===== src/rtl/vend_sequencer.sv =====
// Control FSM for a 4-product drink machine: coin credit, round-robin product arbitration,
// timed dispense pulse and coin-by-coin change payout over a valid/ready handshake.
module vend_sequencer #(
    parameter int PRICE0          = 30,
    parameter int PRICE1          = 30,
    parameter int PRICE2          = 30,
    parameter int PRICE3          = 30,
    parameter int STOCK_INIT      = 5,
    parameter int DISPENSE_CYCLES = 4,
    parameter int MAX_CREDIT      = 995
) (
    input  logic        clk,
    input  logic        RESET_N,
    input  logic [1:0]  coin,
    input  logic [3:0]  sel_req,
    input  logic        cancel,
    input  logic        restock,
    output logic [3:0]  vend_out,
    output logic        vend_done,
    output logic [1:0]  chg_coin,
    output logic        chg_valid,
    input  logic        chg_ready,
    output logic        coin_reject,
    output logic        not_enough,
    output logic        sold_out,
    output logic        busy,
    output logic [15:0] credit,
    output logic [11:0] stock
);

    localparam int CW = (DISPENSE_CYCLES < 1) ? 1 : $clog2(DISPENSE_CYCLES + 1);

    typedef enum logic [1:0] {S_IDLE, S_ARB, S_DISPENSE, S_CHANGE} state_t;

    state_t          r_state;
    state_t          w_next;
    logic [15:0]     r_credit;
    logic [3:0][2:0] r_stock;
    logic [1:0]      r_rr;
    logic [3:0]      r_sel;
    logic [1:0]      r_win;
    logic [CW-1:0]   r_cnt;
    logic            r_coin_reject;
    logic            r_not_enough;
    logic            r_sold_out;

    logic [15:0]     w_coinVal;
    logic [16:0]     w_coinSum;
    logic            w_coinOk;
    logic            w_coinReject;
    logic [1:0]      w_win;
    logic [15:0]     w_price;
    logic            w_soldOut;
    logic            w_notEnough;
    logic            w_grant;
    logic [1:0]      w_chgCoin;
    logic [15:0]     w_chgVal;
    logic            w_chgFire;
    logic            w_dispEnd;

    function automatic logic [15:0] coinValue(input logic [1:0] c);
        case (c)
            2'd1:    return 16'd5;
            2'd2:    return 16'd10;
            2'd3:    return 16'd25;
            default: return 16'd0;
        endcase
    endfunction

    function automatic logic [15:0] priceOf(input logic [1:0] p);
        case (p)
            2'd0:    return 16'(PRICE0);
            2'd1:    return 16'(PRICE1);
            2'd2:    return 16'(PRICE2);
            default: return 16'(PRICE3);
        endcase
    endfunction

    assign w_coinVal    = coinValue(coin);
    assign w_coinSum    = {1'b0, r_credit} + {1'b0, w_coinVal};
    assign w_coinOk     = (r_state == S_IDLE) && (coin != 2'd0) && (w_coinSum <= 17'(MAX_CREDIT));
    assign w_coinReject = (coin != 2'd0) && !w_coinOk;

    // Round-robin search over the latched request, starting at the pointer.
    always_comb begin
        logic [1:0] idx;
        logic       found;
        idx   = '0;
        found = 1'b0;
        w_win = r_rr;
        for (int i = 0; i < 4; i++) begin
            idx = r_rr + 2'(i);
            if (!found && r_sel[idx]) begin
                w_win = idx;
                found = 1'b1;
            end
        end
    end

    assign w_price     = priceOf(w_win);
    assign w_soldOut   = (r_state == S_ARB) && (r_stock[w_win] == 3'd0);
    assign w_notEnough = (r_state == S_ARB) && (r_stock[w_win] != 3'd0) && (r_credit < w_price);
    assign w_grant     = (r_state == S_ARB) && (r_stock[w_win] != 3'd0) && (r_credit >= w_price);

    assign w_chgCoin = (r_credit >= 16'd25) ? 2'd3 : ((r_credit >= 16'd10) ? 2'd2 : 2'd1);
    assign w_chgVal  = coinValue(w_chgCoin);
    assign w_chgFire = (r_state == S_CHANGE) && chg_ready;
    assign w_dispEnd = (r_cnt == CW'(DISPENSE_CYCLES));

    always_ff @(posedge clk or negedge RESET_N) begin
        if (!RESET_N) r_state <= S_IDLE;
        else          r_state <= w_next;
    end

    always_comb begin
        w_next    = r_state;
        vend_out  = 4'b0000;
        vend_done = 1'b0;
        chg_valid = 1'b0;
        chg_coin  = 2'd0;
        case (r_state)
            S_IDLE: begin
                if (cancel && (r_credit != 16'd0)) w_next = S_CHANGE;
                else if (sel_req != 4'b0000)       w_next = S_ARB;
            end
            S_ARB: begin
                w_next = w_grant ? S_DISPENSE : S_IDLE;
            end
            S_DISPENSE: begin
                if (w_dispEnd) begin
                    vend_done = 1'b1;
                    w_next    = (r_credit != 16'd0) ? S_CHANGE : S_IDLE;
                end else begin
                    vend_out = 4'b0001 << r_win;
                end
            end
            S_CHANGE: begin
                chg_valid = 1'b1;
                chg_coin  = w_chgCoin;
                if (w_chgFire && (r_credit == w_chgVal)) w_next = S_IDLE;
            end
            default: w_next = S_IDLE;
        endcase
    end

    // Credit, arbitration and dispense bookkeeping; restock overrides a same-cycle vend.
    always_ff @(posedge clk or negedge RESET_N) begin
        if (!RESET_N) begin
            r_credit      <= 16'd0;
            r_stock       <= {4{3'(STOCK_INIT)}};
            r_rr          <= 2'd0;
            r_sel         <= 4'b0000;
            r_win         <= 2'd0;
            r_cnt         <= '0;
            r_coin_reject <= 1'b0;
            r_not_enough  <= 1'b0;
            r_sold_out    <= 1'b0;
        end else begin
            r_coin_reject <= w_coinReject;
            r_not_enough  <= w_notEnough;
            r_sold_out    <= w_soldOut;
            case (r_state)
                S_IDLE: begin
                    if (w_coinOk) r_credit <= w_coinSum[15:0];
                    r_sel <= sel_req;
                    r_cnt <= '0;
                end
                S_ARB: begin
                    r_rr  <= w_win + 2'd1;
                    r_win <= w_win;
                    r_cnt <= '0;
                    if (w_grant) r_credit <= r_credit - w_price;
                end
                S_DISPENSE: begin
                    r_cnt <= r_cnt + CW'(1);
                end
                S_CHANGE: begin
                    if (w_chgFire) r_credit <= r_credit - w_chgVal;
                end
                default: ;
            endcase
            if (restock)      r_stock        <= {4{3'(STOCK_INIT)}};
            else if (w_grant) r_stock[w_win] <= r_stock[w_win] - 3'd1;
        end
    end

    assign busy        = (r_state != S_IDLE);
    assign credit      = r_credit;
    assign stock       = r_stock;
    assign coin_reject = r_coin_reject;
    assign not_enough  = r_not_enough;
    assign sold_out    = r_sold_out;

endmodule

===== config.mk =====
export PLATFORM = sky130hd
export DESIGN_NAME = vend_sequencer
export DESIGN_NICKNAME = d
export VERILOG_FILES = /design/src/rtl/vend_sequencer.sv
export SDC_FILE = /design/constraint.sdc
export NUM_CORES = 1
export LEC_CHECK = 0
export CAP_MARGIN = 15
export CORE_MARGIN = 10
export CORE_UTILIZATION = 46
export CTS_CLUSTER_DIAMETER = 120
export DETAILED_ROUTE_END_ITERATION = 16
export HOLD_SLACK_MARGIN = 0.15
export PLACE_DENSITY = 0.73
export SYNTH_ARGS = -nofsm -noshare
export SYNTH_HDL_FRONTEND = slang
export SYNTH_SLANG_ARGS = --single-unit

===== constraint.sdc =====
create_clock -name clk -period 4.78 [get_ports clk]
set_clock_uncertainty 0.15 [all_clocks]
set_input_delay 0.478 -clock clk [delete_from_list [all_inputs] [get_ports clk]]
set_output_delay 0.478 -clock clk [all_outputs]
set_load 0.005 [all_outputs]

==> results of run 1 <==
-- area by class of cell --
class,count,area (µm²)
clock buffers,6,72.6
clock inverters,2,60.1
fillers,721,3390
inverters,24,92.6
multi-input cells,349,2430
flip-flops and latches,44,1110
well taps,102,128
repair buffers,54,526
-- routing by layer --
layer | GRT usage [%] | share of wire [%] | vias up
met1 | 21.5 | 45 | 1651
met2 | 27.6 | 45 | 151
met3 | 3.74 | 8.1 | 28
li1 | - | - | 1647
met5 | 0 | 0 | -
met4 | 5.67 | 1.9 | 0
-- per-stage QoR --
stage          util (%)  cells
2_1_floorplan         -    437
3_3_place_gp       54.9    573
3_5_place_dp       54.9    573
4_1_cts            56.6    581
5_1_grt            56.6    581
6_report           56.6    581
-- cell families (layout without fill, tap and decap cells) --
logic type | Yosys count | after routing
AOI/OAI and AO/OA | 117 | 117
DFF | 44 | 44
xor gates and xnor gates | 16 | 16
adders and majority gates | 27 | 27
buffers and inverters | 44 | 86
muxes | 13 | 13
and+or+nand+nor | 176 | 176
-- synth_stat cells (6+ instances only) --
library cell,number
sky130_fd_sc_hd__or2_2,6
sky130_fd_sc_hd__nand2b_1,7
sky130_fd_sc_hd__xnor2_1,11
sky130_fd_sc_hd__nor2b_1,10
sky130_fd_sc_hd__inv_1,23
sky130_fd_sc_hd__o21ai_0,32
sky130_fd_sc_hd__nor2_1,42
sky130_fd_sc_hd__nand2_1,46
sky130_fd_sc_hd__mux2_2,7
sky130_fd_sc_hd__ha_1,25
sky130_fd_sc_hd__dfrtp_1,36
sky130_fd_sc_hd__nor3_1,14
sky130_fd_sc_hd__nand3_1,12
sky130_fd_sc_hd__a21oi_1,10
sky130_fd_sc_hd__a211oi_1,9
sky130_fd_sc_hd__dfstp_2,8
sky130_fd_sc_hd__clkbuf_1,15
sky130_fd_sc_hd__or3_1,6
sky130_fd_sc_hd__a31oi_1,7
sky130_fd_sc_hd__and2_1,6
-- power by group through the flow --
stage | combinational [mW] | sequential [mW] | clock, mW
final | 2.19 | 0.790 | 0.354
after global routing | 2.45 | 0.826 | 0.369
after CTS | 2.18 | 0.787 | 0.358
after detailed placement | 2.17 | 0.791 | 0
after global placement | 2.13 | 0.786 | 0
after floorplan | 1.58 | 0.707 | 0
-- sequential cells by signal, indices dropped and copies added (netlist names) --
register     count
r_cnt            3
r_sel            4
not_enough       1
r_state          2
r_win            2
coin_reject      1
stock           12
r_rr             2
sold_out         1
credit          16
-- path summary, 6_finish.rpt --
kind / from / slack [ns] / depth (start not counted) / endpoint
max: credit[8] / 0.64 / 15 / credit[14]
min: RESET_N / 0.19 / 1 / r_cnt[2]
max reg2reg: credit[8] / 0.64 / 15 / credit[14]
min reg2reg: stock[8] / 0.38 / 2 / stock[8]
max in group asynchronous: RESET_N / 3.67 / 1 / credit[14]
min in group clk: stock[8] / 0.38 / 2 / stock[8]
==> insert_results.sql, run 1 <==
INSERT INTO impl_metrics (metric_group, metric, value, unit) VALUES
('clock_network', 'cts-buffers-inserted', '5', ''),
('hold_path', 'min_path_type', 'input pin to async pin', ''),
('placement', 'dp_hpwl', '7520', 'µm'),
('worst_setup_path', 'crit_path_max_incr_delay', '0.48', 'ns'),
('routing', 'drtIter0Drc', '314', ''),
('pwr', 'power.static_leakage', '1.83', 'nW'),
('worst_setup_path', 'crit_chain', 'nor3_4 > nand2b_1 > or3_1 > or3_4 > or2_2 > ha_1 > nor2b_1 > o21ai_0 > nand2b_1 > a21o_1 > nor2_1 > a21boi_0 > o22a_1 > nor2_1 > o22a_1', ''),
('grt', 'grt_first_pass_wirelength', '16700', 'µm'),
('grt', 'grt_pass1_vias', '3452', ''),
('placement', 'place_ws', '0.531', 'ns'),
('grt', 'grt_use_total', '16.9', '%'),
('synth', 'synth_top_family_by_area', 'simple AND/OR/NAND/NOR gates', ''),
('timing', 'max_clock_freq', '242', 'MHz'),
('timing', 'unrepaired_setup_endpoints_after_global_routing', 'no', ''),
('pwr', 'ir_drop_worst_vdd', '0.000318', 'V'),
('synth', 'synth_simple_gate_area_share', '24.8', '%'),
('worst_setup_path', 'critical_path_buf_inv_count', '0', ''),
('worst_setup_path', 'startpoint_type', 'flip-flop', ''),
('final_layout', 'drive_above_1_share', '12.1', '%'),
('synth', 'yosys.area_share.adder', '9.48', '%'),
('routing', 'avg_vias_per_cell', '5.98', ''),
('timing', 'final.period_utilization', '86.5', '%'),
('worst_setup_path', 'cpMaxStageDelayCell', 'sky130_fd_sc_hd__dfrtp_1', ''),
('floorplanning', 'floorplan.rows', '32', ''),
('pwr', 'switching_share', '48.2', '%'),
('synth', 'synth_sequential_area_ratio', '29.8', '%'),
('clock_network', 'clock_pin_slew_of_the_registers_on_the_worst_case_setup_and_hold_paths', '0.09', 'ns'),
('timing', 'fin_tns_setup', '0', 'ns'),
('flow_run', 'max_cap_viol', '0', ''),
('clock_network', 'numClockSinks', '44', ''),
('final_layout', 'antenna_cells', '0', ''),
('timing', 'min_period', '4.14', 'ns'),
('synth', 'syn_area', '3720', 'µm²'),
('routing', 'routed_wl', '10100', 'µm'),
('status', 'run_status', 'complete, no violations', ''),
('pwr', 'power_frac_comb', '65.7', '%'),
('routing', 'drc', '0', ''),
('final_layout', 'final_design_area_no_fill', '4420', 'µm²'),
('final_layout', 'layout.cells.most_common_list', '49 x sky130_fd_sc_hd__clkdlybuf4s50_1, 46 x sky130_fd_sc_hd__nand2_1, 42 x sky130_fd_sc_hd__nor2_1, 36 x sky130_fd_sc_hd__dfrtp_1, 32 x sky130_fd_sc_hd__o21ai_0', ''),
('floorplanning', 'die_height', '110', 'µm'),
('timing', 'slew_headroom', '32.5', '%'),
('pwr', 'pwr-share-clk', '10.6', '%'),
('timing', 'setup_viol', '0', ''),
('final_layout', 'layout-area-overhead-vs-synth', '18.7', '%'),
('placement', 'place_area', '4290', 'µm²'),
('routing', 'detailroute.via_count', '3477', ''),
('timing', 'setup_slack', '0.645', 'ns'),
('grt', 'gr-total-overflow', '0', ''),
('floorplanning', 'fp.dieW', '110', 'µm'),
('worst_setup_path', 'worst-setup-path-type', 'flip-flop to flip-flop', ''),
('synth', 'syn_area_per_cell', '8.52', 'µm²'),
('synth', 'yosys_warnings', '0', ''),
('synth', 'synth.largest_area_cell', 'sky130_fd_sc_hd__dfrtp_1', ''),
('timing', 'fin_hold_ws', '0.194', 'ns'),
('floorplanning', 'floorplan.die_area', '12100', 'µm²'),
('clock_network', 'clockRootBuffer', 'sky130_fd_sc_hd__clkbuf_8', ''),
('timing', 'worst-slew-pin-transition', '1.01', 'ns'),
('grt', 'grt_max_degree', '45', ''),
('synth', 'synth_seq_cells', '44', ''),
('pwr', 'cell_internal_pwr', '1.72', 'mW'),
('worst_setup_path', 'timing.critical_path.fanout_max', '7', ''),
('synth', 'synth_nets', '475', ''),
('timing', 'finalHoldViolCount', '0', ''),
('clock_network', 'clk_path_buf_depth', '2', ''),
('synth', 'post_synth_main_area_contributors', 'sky130_fd_sc_hd__dfrtp_1 24%, sky130_fd_sc_hd__ha_1 8.4%, sky130_fd_sc_hd__dfstp_2 5.6%', ''),
('synth', 'portion_of_netlist_area_occupied_by_mux_cells', '3.83', '%'),
('placement', 'port_buffers', '50', ''),
('grt', 'grt_antenna_before_repair', '0', ''),
('synth', 'synth_enable_flop_cells', '0', ''),
('floorplanning', 'coreArea', '7810', 'µm²'),
('synth', 'synthFlopType', 'sky130_fd_sc_hd__dfrtp_1', '');
Power figures use the tool's default switching activity.
==> run 2: changes to the inputs <==
--- a/config.mk
+++ b/config.mk
@@ -10,6 +10,7 @@
 export CORE_UTILIZATION = 46
 export CTS_CLUSTER_DIAMETER = 120
 export DETAILED_ROUTE_END_ITERATION = 16
+export GPL_ROUTABILITY_DRIVEN = 0
 export HOLD_SLACK_MARGIN = 0.15
 export PLACE_DENSITY = 0.73
 export SYNTH_ARGS = -nofsm -noshare
==> run 2 against run 1 <==
Final cell count is the same. Routed wire length shrank 2.1%. First-iteration DRC count shrank 12%. Core utilization shrank 0.14 points. Critical path depth is the same. Fmax grew 1.9%. Count of clock-buffer cells in the layout is the same. Worst hold slack lost 0.0070 ns. Register-to-register slack gained 0.08 ns. Die area is the same. Clock power shrank 12%. Combinational power is essentially flat.
==> insert_results.sql, run 2 (same netlist as run 1, synthesis figures left out) <==
INSERT INTO impl_metrics (metric_group, metric, value, unit) VALUES
('flow_run', 'max_cap_viol', '0', ''),
('worst_setup_path', 'crit_path_max_incr_delay', '0.48', 'ns'),
('placement', 'post-place-cells', '573', ''),
('timing', 'unrepaired_setup_endpoints_after_global_routing', 'no', ''),
('clock_network', 'post-cts-setup-buffers', '0', ''),
('final_layout', 'drive_above_1_share', '12.3', '%'),
('worst_setup_path', 'end_kind', 'flip-flop', ''),
('pwr', 'ir_drop_worst_vdd', '0.000333', 'V'),
('final_layout', 'fin_nets', '516', ''),
('floorplanning', 'pin_count', '51', ''),
('routing', 'drc', '0', ''),
('timing', 'worst-slew-pin-transition', '1.01', 'ns'),
('final_layout', 'antenna_cells', '0', ''),
('clock_network', 'clk-insertion-delay-late', '0.30', 'ns'),
('timing', 'fin_hold_ws', '0.187', 'ns'),
('pwr', 'pwr-share-clk', '9.5', '%'),
('pwr', 'cell_internal_pwr', '1.68', 'mW'),
('pwr', 'power_frac_comb', '66.0', '%'),
('final_layout', 'layout-area-overhead-vs-synth', '18.4', '%'),
('clock_network', 'cts-buffers-inserted', '5', ''),
('clock_network', 'ctsHtreeMaxLevel', '2', ''),
('clock_network', 'cts-hold-fix-buffers', '0', ''),
('clock_network', 'numClockSinks', '44', ''),
('pwr', 'power.density_cell_area', '744', 'nW/µm²'),
('grt', 'grt_pass1_vias', '3338', ''),
('routing', 'detail-route-antenna-nets', '0', ''),
('routing', 'detailedRoute.firstPassIterationCount', '4', ''),
('worst_setup_path', 'crit_chain', 'nor3_4 > nand2b_1 > or3_1 > or3_4 > or2_2 > ha_1 > nor2b_1 > o21ai_0 > nand2b_1 > a21o_1 > nor2_1 > a21boi_0 > o22a_1 > nor2_1 > o22a_1', ''),
('pwr', 'switching_power_of_the_nets', '1.60', 'mW'),
('final_layout', 'layout.cells.most_common_list', '49 x sky130_fd_sc_hd__clkdlybuf4s50_1, 46 x sky130_fd_sc_hd__nand2_1, 42 x sky130_fd_sc_hd__nor2_1, 36 x sky130_fd_sc_hd__dfrtp_1, 32 x sky130_fd_sc_hd__o21ai_0', ''),
('worst_setup_path', 'worst-setup-path-type', 'flip-flop to flip-flop', ''),
('pwr', 'switching_share', '48.7', '%'),
('routing', 'routed_wl', '9860', 'µm'),
('timing', 'slew_headroom', '33.0', '%'),
('pwr', 'seq_power_share', '24.5', '%'),
('routing', 'detailroute.via_count', '3370', ''),
('grt', 'grt_antenna_before_repair', '0', ''),
('floorplanning', 'floorplan.die_area', '12100', 'µm²'),
('worst_setup_path', 'cpMaxStageDelayCell', 'sky130_fd_sc_hd__dfrtp_1', ''),
('final_layout', 'most_common_library_cell_in_the_layout_ignoring_fill_and_taps', 'sky130_fd_sc_hd__clkdlybuf4s50_1', ''),
('clock_network', 'cts_resized', '0', ''),
('placement', 'dp_hpwl', '7450', 'µm'),
('worst_setup_path', 'crit_path_start', 'credit[8]', ''),
('floorplanning', 'floorplan.rows', '32', ''),
('grt', 'grt_max_degree', '45', ''),
('floorplanning', 'die_height', '110', 'µm'),
('floorplanning', 'initial_utilization', '47.7', '%'),
('clock_network', 'clk_path_buf_depth', '2', ''),
('timing', 'setup_viol', '0', ''),
('final_layout', 'final_cells', '581', ''),
('timing', 'max_clock_freq', '246', 'MHz'),
('timing', 'final-max-slew-violation-count', '0', ''),
('worst_setup_path', 'critPathArrivalTime', '4.16', 'ns'),
('timing', 'final.period_utilization', '84.9', '%'),
('worst_setup_path', 'r2r_start', 'credit[8]', ''),
('clock_network', 'cts_tree', 'built', ''),
('routing', 'avg_vias_per_cell', '5.80', ''),
('clock_network', 'clockRootBuffer', 'sky130_fd_sc_hd__clkbuf_8', ''),
('placement', 'port_buffers', '50', ''),
('final_layout', 'largest_register_ff_count', '16', ''),
('status', 'run_status', 'complete, no violations', ''),
('routing', 'drtIter0Drc', '275', ''),
('worst_setup_path', 'startpoint_type', 'flip-flop', ''),
('grt', 'grt_use_total', '16.7', '%'),
('timing', 'fin_tns_setup', '0', 'ns'),
('floorplanning', 'coreArea', '7810', 'µm²'),
('timing', 'finalHoldViolCount', '0', ''),
('hold_path', 'min_path_type', 'input pin to async pin', ''),
('worst_setup_path', 'timing.critical_path.fanout_max', '7', ''),
('final_layout', 'fillCellCount', '716', ''),
('floorplanning', 'fp.dieW', '110', 'µm'),
('timing', 'min_period', '4.06', 'ns'),
('worst_setup_path', 'crit_required', '4.88', 'ns'),
('routing', 'routed_wire_length_per_instance', '17.0', 'µm'),
('worst_setup_path', 'critical_path_buf_inv_count', '0', ''),
('grt', 'gr-total-overflow', '0', ''),
('worst_setup_path', 'critical_path.top_delay_family', 'simple AND/OR/NAND/NOR gates', ''),
('grt', 'grt_first_pass_wirelength', '16300', 'µm'),
('pwr', 'power.static_leakage', '1.83', 'nW'),
('clock_network', 'clock_pin_slew_of_the_registers_on_the_worst_case_setup_and_hold_paths', '0.09', 'ns');
==> run 2: changes by cell type in the layout (fill, tap and decap cells not counted), sizes merged <==
cell    change
bufinv      -1
clkinv      +1
==> run 2: final timing paths <==
check / to / slack (ns) / cells past startpoint
min in group clk: r_cnt[1] / 0.37 / 2
worst min register to register: r_cnt[1] / 0.37 / 2
worst max-delay path: credit[14] / 0.72 / 15
worst min-delay path: r_cnt[2] / 0.19 / 1
worst max register to register: credit[14] / 0.72 / 15
max in group asynchronous: credit[6] / 3.68 / 1
==> run 2: cell type report <==
| cell class | instances | area [µm²] | area share (%) |
|---|---|---|---|
| multi-input combinational | 349 | 2430 | 55.1 |
| inverter | 24 | 92.6 | 2.10 |
| tap | 102 | 128 | 2.90 |
| sequential | 44 | 1110 | 25.2 |
| timing repair buffer | 54 | 526 | 11.9 |
| clock inverter | 2 | 38.8 | 0.880 |
| clock buffer | 6 | 82.6 | 1.87 |
==> run 2: layer usage <==
layer  routed length, µm  global-route usage [%]
met1                4210                    20.7
met5                   0                       0
met2                4600                    27.6
met3                 913                    4.56
met4                 139                    5.02
==> run 2: through the flow <==
stage          util [%]  setup WS, ns  power, mW  cell area [µm²]
6_report           56.4         0.723       3.28             4410
5_1_grt            56.4         0.451       3.60             4410
4_1_cts            56.4         0.763       3.29             4410
3_5_place_dp       54.9         0.593       2.96             4290
3_3_place_gp       54.9         0.649       2.91             4290
2_1_floorplan         -          1.16       2.29             3720
==> run 2: power groups by stage <==
stage	registers [mW]	logic [mW]	clock network, mW
2_1_floorplan	0.707	1.58	0
3_3_place_gp	0.799	2.11	0
3_5_place_dp	0.806	2.15	0
4_1_cts	0.802	2.17	0.320
5_1_grt	0.837	2.43	0.333
6_report	0.804	2.16	0.312
==> run 3: changes to the inputs <==
==> constraint.sdc (replaced) <==
create_clock -name clk -period 4.25 [get_ports clk]
set_clock_uncertainty 0.15 [all_clocks]
set_input_delay 0.425 -clock clk [delete_from_list [all_inputs] [get_ports clk]]
set_output_delay 0.425 -clock clk [all_outputs]
set_load 0.005 [all_outputs]
==> run 3 against run 2 <==
Sequential power up 2%. First-iteration DRC count up 31%. Combinational power up 21%. Setup slack worse by 0.44 ns. Via count up 3.2%. Routed wire length up 3.6%. Count of clock-buffer cells in the layout unchanged. Worst hold slack better by 0.18 ns. Cell area up 2.7%. Critical path depth unchanged. Critical path type unchanged. Largest power group unchanged.
==> insert_results.sql, run 3 (same netlist as run 1, synthesis figures left out) <==
INSERT INTO impl_metrics (metric_group, metric, value, unit) VALUES
('status', 'run_status', 'complete, no violations', ''),
('pwr', 'ir_drop_worst_vdd', '0.000342', 'V'),
('grt', 'gr-total-overflow', '0', ''),
('timing', 'final.period_utilization', '93.4', '%'),
('routing', 'detail-route-antenna-nets', '0', ''),
('clock_network', 'cts_tree', 'built', ''),
('final_layout', 'layout.cells.most_common_list', '49 x sky130_fd_sc_hd__clkdlybuf4s50_1, 46 x sky130_fd_sc_hd__nand2_1, 42 x sky130_fd_sc_hd__nor2_1, 35 x sky130_fd_sc_hd__dfrtp_1, 31 x sky130_fd_sc_hd__o21ai_0', ''),
('clock_network', 'clk_path_buf_depth', '2', ''),
('final_layout', 'layout-area-overhead-vs-synth', '21.6', '%'),
('placement', 'port_buffers', '50', ''),
('clock_network', 'clockRootBuffer', 'sky130_fd_sc_hd__clkbuf_8', ''),
('grt', 'grt_antenna_before_repair', '0', ''),
('final_layout', 'largest_register_ff_count', '16', ''),
('worst_setup_path', 'crit_chain', 'nor3_4 > nand2b_1 > or3_1 > or3_4 > or2_2 > ha_1 > o21ai_0 > a21boi_0 > o21ai_0 > nand2b_1 > a211oi_1 > buf_4 > a31oi_1 > o21ai_0 > o31ai_2', ''),
('timing', 'setup_slack', '0.280', 'ns'),
('worst_setup_path', 'crit_required', '4.29', 'ns'),
('worst_setup_path', 'end_kind', 'flip-flop', ''),
('timing', 'unrepaired_setup_endpoints_after_global_routing', 'no', ''),
('timing', 'final-max-slew-violation-count', '0', ''),
('timing', 'slew_headroom', '40.3', '%'),
('placement', 'place_area', '4370', 'µm²'),
('floorplanning', 'floorplan.die_area', '12100', 'µm²'),
('grt', 'grt_max_degree', '45', ''),
('final_layout', 'most_common_library_cell_in_the_layout_ignoring_fill_and_taps', 'sky130_fd_sc_hd__clkdlybuf4s50_1', ''),
('pwr', 'power.density_cell_area', '836', 'nW/µm²'),
('timing', 'fin_hold_ws', '0.372', 'ns'),
('final_layout', 'drive_above_1_share', '14.8', '%'),
('worst_setup_path', 'critPathArrivalTime', '4.01', 'ns'),
('timing', 'worst-slew-pin-transition', '0.896', 'ns'),
('placement', 'place_ws', '0.136', 'ns'),
('final_layout', 'antenna_cells', '0', ''),
('final_layout', 'final_design_area_no_fill', '4530', 'µm²'),
('floorplanning', 'initial_utilization', '47.7', '%'),
('routing', 'avg_vias_per_cell', '5.86', ''),
('worst_setup_path', 'timing.critical_path.fanout_max', '7', ''),
('routing', 'drtIter0Drc', '360', ''),
('routing', 'routed_wl', '10200', 'µm'),
('clock_network', 'cts-buffers-inserted', '5', ''),
('timing', 'min_period', '3.97', 'ns'),
('worst_setup_path', 'crit_path_max_incr_delay', '0.47', 'ns'),
('final_layout', 'fin_nets', '529', ''),
('grt', 'grt_pass1_vias', '3381', ''),
('routing', 'routed_wire_length_per_instance', '17.2', 'µm'),
('floorplanning', 'fp.dieW', '110', 'µm'),
('pwr', 'power.static_leakage', '1.89', 'nW'),
('timing', 'fin_tns_setup', '0', 'ns'),
('routing', 'detailedRoute.firstPassIterationCount', '5', ''),
('grt', 'grt_first_pass_wirelength', '16900', 'µm'),
('grt', 'grt_use_total', '17.2', '%'),
('timing', 'setup_viol', '0', ''),
('worst_setup_path', 'critical_path.most_common_cell', 'sky130_fd_sc_hd__o21ai_0', ''),
('worst_setup_path', 'startpoint_type', 'flip-flop', ''),
('worst_setup_path', 'worst-setup-path-type', 'flip-flop to flip-flop', ''),
('hold_path', 'min_path_type', 'flip-flop to flip-flop', ''),
('flow_run', 'max_cap_viol', '0', ''),
('floorplanning', 'die_height', '110', 'µm'),
('final_layout', 'fillCellCount', '718', ''),
('routing', 'detailroute.via_count', '3479', ''),
('clock_network', 'numClockSinks', '44', ''),
('clock_network', 'post-cts-setup-buffers', '0', ''),
('routing', 'drc', '0', ''),
('timing', 'finalHoldViolCount', '0', ''),
('timing', 'max_clock_freq', '252', 'MHz'),
('floorplanning', 'floorplan.rows', '32', ''),
('floorplanning', 'pin_count', '51', ''),
('worst_setup_path', 'cpMaxStageDelayCell', 'sky130_fd_sc_hd__dfrtp_2', ''),
('clock_network', 'clock_pin_slew_of_the_registers_on_the_worst_case_setup_and_hold_paths', '0.09', 'ns'),
('floorplanning', 'coreArea', '7810', 'µm²'),
('placement', 'dp_hpwl', '7800', 'µm'),
('clock_network', 'clk-insertion-delay-late', '0.30', 'ns'),
('clock_network', 'ctsHtreeMaxLevel', '2', '');
run 3: path summary, 6_finish.rpt:
path                                 from   endpoint  slack, ns  depth (start not counted)
worst max register to register  credit[8]  credit[9]       0.28                         15
min in group asynchronous         RESET_N  credit[4]       0.46                          2
max in group asynchronous         RESET_N   stock[3]       2.90                          3
worst min-delay path             stock[8]   stock[8]       0.37                          2
worst max-delay path            credit[8]  credit[9]       0.28                         15
worst min register to register   stock[8]   stock[8]       0.37                          2
run 3: worst max-delay path: cells and delay by family, from the launching register on:
kind / cells / cell delay (ns)
flip-flops: 1 / 0.47
AND/OR/NAND/NOR: 6 / 1.59
buffers and inverters: 1 / 0.17
adder cells (fa/ha/maj): 1 / 0.33
AO/OA/AOI/OAI: 7 / 1.12
run 3: final cells by class:
class                           count  area (µm²)  share of cell area [%]
Tap cell                          102         128                    2.82
Sequential cell                    44        1110                    24.6
Timing Repair Buffer               67         638                    14.1
Multi-Input combinational cell    349        2430                    53.8
Clock buffer                        6        82.6                    1.82
Clock inverter                      2        38.8                   0.857
Inverter                           24        92.6                    2.05
run 3: power by group:
group | total [mW] | switching, mW | internal [mW] | leakage [nW]
combinational | 2.61 | 1.45 | 1.16 | 1.29
clock | 0.355 | 0.162 | 0.193 | 0.0614
sequential | 0.823 | 0.204 | 0.619 | 0.538
total | 3.79 | 1.82 | 1.97 | 1.89
run 3: through the flow:
stage	total power, mW	cells	utilization (%)
3_5_place_dp	3.41	584	55.9
4_1_cts	3.78	592	57.5
5_1_grt	4.14	594	58.0
6_report	3.79	594	58.0
2_1_floorplan	2.57	437	-
3_3_place_gp	3.34	584	55.9
run 3: metal layers:
layer	global-route usage (%)	vias up	part of all wire, %
met5	0	-	0
met4	4.93	0	1.8
met3	3.28	20	7.5
met2	28.1	135	46
met1	22.6	1644	44
li1	-	1680	-
run 3: timing repair:
item                                    4_1_cts  5_1_grt
hold buffers                                  0        1
endpoints found under the setup margin        0        4
endpoints found under the hold margin         0       16
gates resized for setup                       0        3
